--- src/rtl/ram_sdp_be.sv ---
// ram_sdp_be: simple-dual-port RAM with a byte-enabled write port, a registered
// read port and a built-in clear engine. After reset, and whenever clear is
// pulsed while idle, every word is filled with INIT_VALUE one word per cycle.
// While the clear engine runs, busy is high and all accesses are ignored.
// A same-address read during a write returns either the old word or the
// byte-merged new word, depending on RDW_NEW.

module ram_sdp_be #(
    parameter int               WIDTH      = 16,
    parameter int               DEPTH      = 16,
    parameter logic [WIDTH-1:0] INIT_VALUE = '0,
    parameter bit               RDW_NEW    = 1'b0,
    localparam int              AW         = $clog2(DEPTH),
    localparam int              NB         = WIDTH / 8
) (
    input  logic             clk,
    input  logic             reset,
    input  logic             clear,
    output logic             busy,
    input  logic             wr_en,
    input  logic [AW-1:0]    wr_addr,
    input  logic [WIDTH-1:0] wr_data,
    input  logic [NB-1:0]    wr_be,
    input  logic             rd_en,
    input  logic [AW-1:0]    rd_addr,
    output logic [WIDTH-1:0] rd_data,
    output logic             rd_valid
);

    // One extra bit lets addresses be compared against DEPTH even when
    // DEPTH is an exact power of two.
    localparam logic [AW:0]   DEPTH_W  = (AW + 1)'(DEPTH);
    localparam logic [AW-1:0] LAST_PTR = AW'(DEPTH - 1);

    typedef enum logic [0:0] {
        ST_CLEAR = 1'b0,
        ST_IDLE  = 1'b1
    } state_t;

    state_t           state_r;
    logic [AW-1:0]    ptr_r;
    logic             busy_r;
    logic [WIDTH-1:0] rd_data_r;
    logic             rd_valid_r;
    logic [WIDTH-1:0] mem_r [DEPTH];

    logic             idle_s;
    logic             wr_in_range_s;
    logic             rd_in_range_s;
    logic             wr_fire_s;
    logic             rd_fire_s;
    logic             rdw_hit_s;
    logic [WIDTH-1:0] rd_old_s;
    logic [WIDTH-1:0] rd_next_s;

    // Replace the lanes of old_w selected by be with the matching lanes of new_w.
    function automatic logic [WIDTH-1:0] merge_bytes(
        input logic [WIDTH-1:0] old_w,
        input logic [WIDTH-1:0] new_w,
        input logic [NB-1:0]    be
    );
        logic [WIDTH-1:0] res;
        res = old_w;
        for (int i = 0; i < NB; i++) begin
            if (be[i]) begin
                res[8*i +: 8] = new_w[8*i +: 8];
            end
        end
        return res;
    endfunction

    assign idle_s        = (state_r == ST_IDLE);
    assign wr_in_range_s = ({1'b0, wr_addr} < DEPTH_W);
    assign rd_in_range_s = ({1'b0, rd_addr} < DEPTH_W);
    assign wr_fire_s     = idle_s && wr_en && wr_in_range_s && (wr_be != '0);
    assign rd_fire_s     = idle_s && rd_en;
    assign rdw_hit_s     = wr_fire_s && (wr_addr == rd_addr);

    // Clear-engine state machine: walks ptr over every word, then idles until clear.
    always_ff @(posedge clk) begin
        if (reset) begin
            state_r <= ST_CLEAR;
            ptr_r   <= '0;
            busy_r  <= 1'b1;
        end else begin
            case (state_r)
                ST_CLEAR: begin
                    if (ptr_r == LAST_PTR) begin
                        state_r <= ST_IDLE;
                        ptr_r   <= '0;
                        busy_r  <= 1'b0;
                    end else begin
                        ptr_r   <= ptr_r + AW'(1'b1);
                    end
                end
                ST_IDLE: begin
                    if (clear) begin
                        state_r <= ST_CLEAR;
                        ptr_r   <= '0;
                        busy_r  <= 1'b1;
                    end else begin
                        state_r <= ST_IDLE;
                    end
                end
                default: begin
                    state_r <= ST_CLEAR;
                    ptr_r   <= '0;
                    busy_r  <= 1'b1;
                end
            endcase
        end
    end

    // Storage array: clear-engine fill has priority; otherwise byte-lane writes.
    always_ff @(posedge clk) begin
        if (!reset) begin
            if (state_r == ST_CLEAR) begin
                mem_r[ptr_r] <= INIT_VALUE;
            end else if (wr_fire_s) begin
                for (int i = 0; i < NB; i++) begin
                    if (wr_be[i]) begin
                        mem_r[wr_addr][8*i +: 8] <= wr_data[8*i +: 8];
                    end
                end
            end
        end
    end

    // Next read word: zero when out of range, optionally forwarding same-cycle write lanes.
    always_comb begin
        rd_old_s  = '0;
        rd_next_s = '0;
        if (rd_in_range_s) begin
            rd_old_s = mem_r[rd_addr];
        end else begin
            rd_old_s = '0;
        end
        if (!rd_in_range_s) begin
            rd_next_s = '0;
        end else if (RDW_NEW && rdw_hit_s) begin
            rd_next_s = merge_bytes(rd_old_s, wr_data, wr_be);
        end else begin
            rd_next_s = rd_old_s;
        end
    end

    // Registered read port: capture on a serviced read, pulse valid for one cycle.
    always_ff @(posedge clk) begin
        if (reset) begin
            rd_data_r  <= '0;
            rd_valid_r <= 1'b0;
        end else if (rd_fire_s) begin
            rd_data_r  <= rd_next_s;
            rd_valid_r <= 1'b1;
        end else begin
            rd_valid_r <= 1'b0;
        end
    end

    assign busy     = busy_r;
    assign rd_data  = rd_data_r;
    assign rd_valid = rd_valid_r;

endmodule

--- config.mk ---
export PLATFORM = sky130hd
export DESIGN_NAME = ram_sdp_be
export DESIGN_NICKNAME = d
export VERILOG_FILES = /design/src/rtl/ram_sdp_be.sv
export SDC_FILE = /design/constraint.sdc
export NUM_CORES = 1
export LEC_CHECK = 0
export ABC_AREA = 1
export ABC_CLOCK_PERIOD_IN_PS = 5100
export CAP_MARGIN = 20
export CORE_ASPECT_RATIO = 1.25
export CORE_MARGIN = 8
export CORE_UTILIZATION = 65
export DETAILED_ROUTE_END_ITERATION = 10
export HOLD_SLACK_MARGIN = 0.03
export PLACE_DENSITY = 0.94
export SYNTH_ARGS = -nofsm -noshare
export SYNTH_HDL_FRONTEND = slang
export SYNTH_SLANG_ARGS = --single-unit
--- constraint.sdc ---
create_clock -name clk -period 5.1 [get_ports clk]
set_input_delay 1.53 -clock clk [delete_from_list [all_inputs] [get_ports clk]]
set_output_delay 1.53 -clock clk [all_outputs]
set_load 0.01 [all_outputs]
==> impl_results.md <==
- # DRC: 0
- Synth Area in Simple Gates: 24.5%
- Asr flop ratio synth: 0%
- Yosys top cell by area: edfxtp_1
- Pleak: between 5 and 6 nW
- Sequential share of the synthesized area: 70.3%
- Die footprint: between 20000 and 25000 um^2
- Max Fclk: 254 MHz
- Placer Congestion: between 0.8 and 0.9
- Overall power: 4.70 mW
- Starting Density: around two thirds
- Fillers: between 900 and 1k
- Setup bufs post-CTS: 0
- Max-Slew Margin vs Limit: 27.6%
- Total GRT Usage: between 20% and 30%
- Tcrit/Tclk final: a little under 80%
- Synth Flop Type: edfxtp_1
- GR peak layer: met2
- Die Ht: 165 um
- Clock Skew: 0.0210 ns
- Insertion delay to the later sink of the worst-skew pair: roughly 0.54 ns
- Min Hold Slack: approximately 0.46 ns
- Num CTS Buffers: 25
- Kind of critical path: in -> reg
- NetSw: ~1.0 mW
- Worst Slack Setup Final: ~1.2 ns
- Max-cap violations: 0
- Post-layout min period: around 3.9 ns
- Synth Register Bits: around 280
- Switching Share: between 20% and 30%
- Drt first pass iters: 9
- Share of the synthesized area in the top cell type: about 66%
- Final net count: 1154
- RSZ-0062 raised after global routing: false
- GRT met1 Usage: between 30% and 40%
- Cell row count: 54
- Internal power: roughly 3.7 mW
- Slew Limit Fails: 0
- I/O pin cnt: ~50
- Antenna-violating nets left: 0
- Most frequent cells after synthesis: nand2_1, edfxtp_1, nand3_1, nor2_1, inv_1
- CTS Hold Bufs: 0
- Top-count cell post-synth: nand2_1
- Diodes inserted: 0
- Distinct cells, synth: 21
- Peak VDD IR: approximately 0.00025 V
- Critical Path Fanout Max: 17
- CP max stage cell: nor2_1
- Syn_nets: approximately 1.1k
- H-tree Lvls: 1
- Maximum root-to-sink buffer count: 3
- Worst min path class: reg -> reg
- Synth warn: 0
- Pwr dens: 359 nW/um^2
- Synthesized area: around 12000 um^2
- Crit path required time: between 5 and 6 ns
- Power share of the clock group: 40.9%
- Worst EP arrival: 4.10 ns
- Root buf cell: clkbuf_16
- Avg Vias per Cell: roughly 6.4
- Worst path cell trace: clkdlybuf4s50_1 -> inv_2 -> nand4_1 -> nand2_2 -> inv_2 -> nand2_1 -> nand2_1 -> nor2_2 -> nand2_1 -> nor2_1
- Area Growth Syn to Fin: 13.1%
- Crit. End Element: flop
- Post-CTS sizing: 0
- Startpoint type of the worst setup path: input port
- Detailed Route Iter0 Violations: 1799
- CTS sink count: 279
- Final Hold Fails: 0
- Reg power frac: between 50% and 60%
- Ranking of synthesized cells by area: edfxtp_1, nand2_1, nand3_1
- Placed wire-length estimate: between 15000 and 20000 um
- Setup Viol. Count Final: 0
- Multi-input logic area: 2960 um^2
- XOR/XNOR Fraction of Synth Area: less than 1%
- Post-synthesis adder-cell area fraction: less than 1%
- FF+latch area: slightly above 8000 um^2
- Total grt overflow: 0
- Largest net degree at the start of global routing: between 60 and 70
- Pre-CTS setup slack: roughly 0.85 ns
- Post-synthesis mux area share: 0%
- Synth Instances: 1084
- Largest family of logic cells by synthesized area: simple AND/OR/NAND/NOR gates
- Number of synthesized flops with an enable pin: around 260
- Port-buffer cells: 48
- Drt wl/cell: between 20 and 25 um
- GR Util met2: between 40% and 50%
- Core Box Area: 17400 um^2
- Synth Area in Compound Gates: 0.875%
- First-pass GRT wire length: 47900 um
- Routed WL: between 30000 and 40000 um
- Setup TNS: 0 ns
- CP most frequent cell: nand2_1
- Die X-Extent: 135 um
- Critical Path Max Stage Delay: around 0.66 ns
- Comb pwr share: under 10%
- Grt met3 use: 6.17%
- CTS tree: built
- Via Count: between 8k and 9k
- Synthesized area per cell: approximately 11 um^2
- Clk slew on worst S/H paths: roughly 0.070 ns
- Vias in the first global route: around 8.8k
- Fraction of layout cells with a size suffix above 1: under 10%
- Status: finished, final reports clean
- Antenna violations before repair: 0
- Worst Tran Pin Value: approximately 1.1 ns
[power by group through the flow]
stage	combinational (mW)	clock [mW]	sequential (mW)
after floorplan	0.167	0	2.54
after global placement	0.240	0	2.55
after detailed placement	0.250	0	2.55
after CTS	0.260	1.91	2.50
after global routing	0.296	2.00	2.50
final	0.277	1.93	2.50
[final cells by class]
cell class | instances | share of cell area (%)
Multi-Input combinational cell | 693 | 22.6
Timing Repair Buffer | 71 | 5.14
Tap cell | 224 | 2.14
Clock inverter | 17 | 1.17
Clock buffer | 29 | 5.29
Sequential cell | 279 | 62.2
Inverter | 52 | 1.50
[state kept, by name, indices dropped and copies added, names as in the netlist]
register,flops
ptr_r,4
rd_data,16
mem_r,256
busy,1
idle_s,1
rd_valid,1
[worst paths after layout]
path,start,endpoint,slack [ns],depth (start not counted)
worst min register to register,busy,busy,0.46,2
worst max register to register,idle_s,mem_r[0][12],2.19,8
worst max-delay path,reset,mem_r[0][12],1.16,10
worst min-delay path,busy,busy,0.46,2
[cells by family (layout without fill, tap and decap cells)]
family / after synthesis / after routing
simple gates: 677 / 677
flops: 279 / 279
buf+inv: 112 / 169
compound gates: 14 / 14
fa+ha+maj: 1 / 1
xor+xnor: 1 / 1
[worst max-delay path: cells and delay by family]
kind                   cells  cell delay (ns)
AND/OR/NAND/NOR            7             1.78
buffers and inverters      3             0.77
[cell usage in the layout, fill, tap and decap left out]
master,count
nand2_1,368
edfxtp_1,256
nand3_1,211
nor2_1,86
inv_1,48
clkdlybuf4s50_1,46
clkbuf_16,27
dfxtp_1,23
buf_4,22
nor2_2,8
o21ai_2,7
clkinv_2,7
inv_2,3
a21oi_1,3
o21ai_0,3
clkinv_1,3
clkinv_4,3
nand4_1,2
inv_6,2
bufinv_16,2
nand2_2,1
nor3_1,1
a32o_1,1
xor2_1,1
ha_1,1
clkbuf_8,1
clkinvlp_4,1
clkbuf_1,1
buf_2,1
buf_16,1
buf_8,1
[stage by stage]
step | utilization [%] | area, um^2 | instances
after floorplan | - | 11600 | 1084
after global placement | 70.1 | 12200 | 1317
after detailed placement | 70.1 | 12200 | 1317
after CTS | 74.9 | 13100 | 1363
after global routing | 75.2 | 13100 | 1365
final | 75.2 | 13100 | 1365
[layer usage]
| metal | vias up | share of wire (%) |
|---|---|---|
| li1 | 3739 | - |
| met1 | 3949 | 32 |
| met2 | 858 | 48 |
| met3 | 213 | 13 |
| met4 | 0 | 7.1 |
| met5 | - | 0 |
No activity file was read; power rests on OpenSTA's default activity.
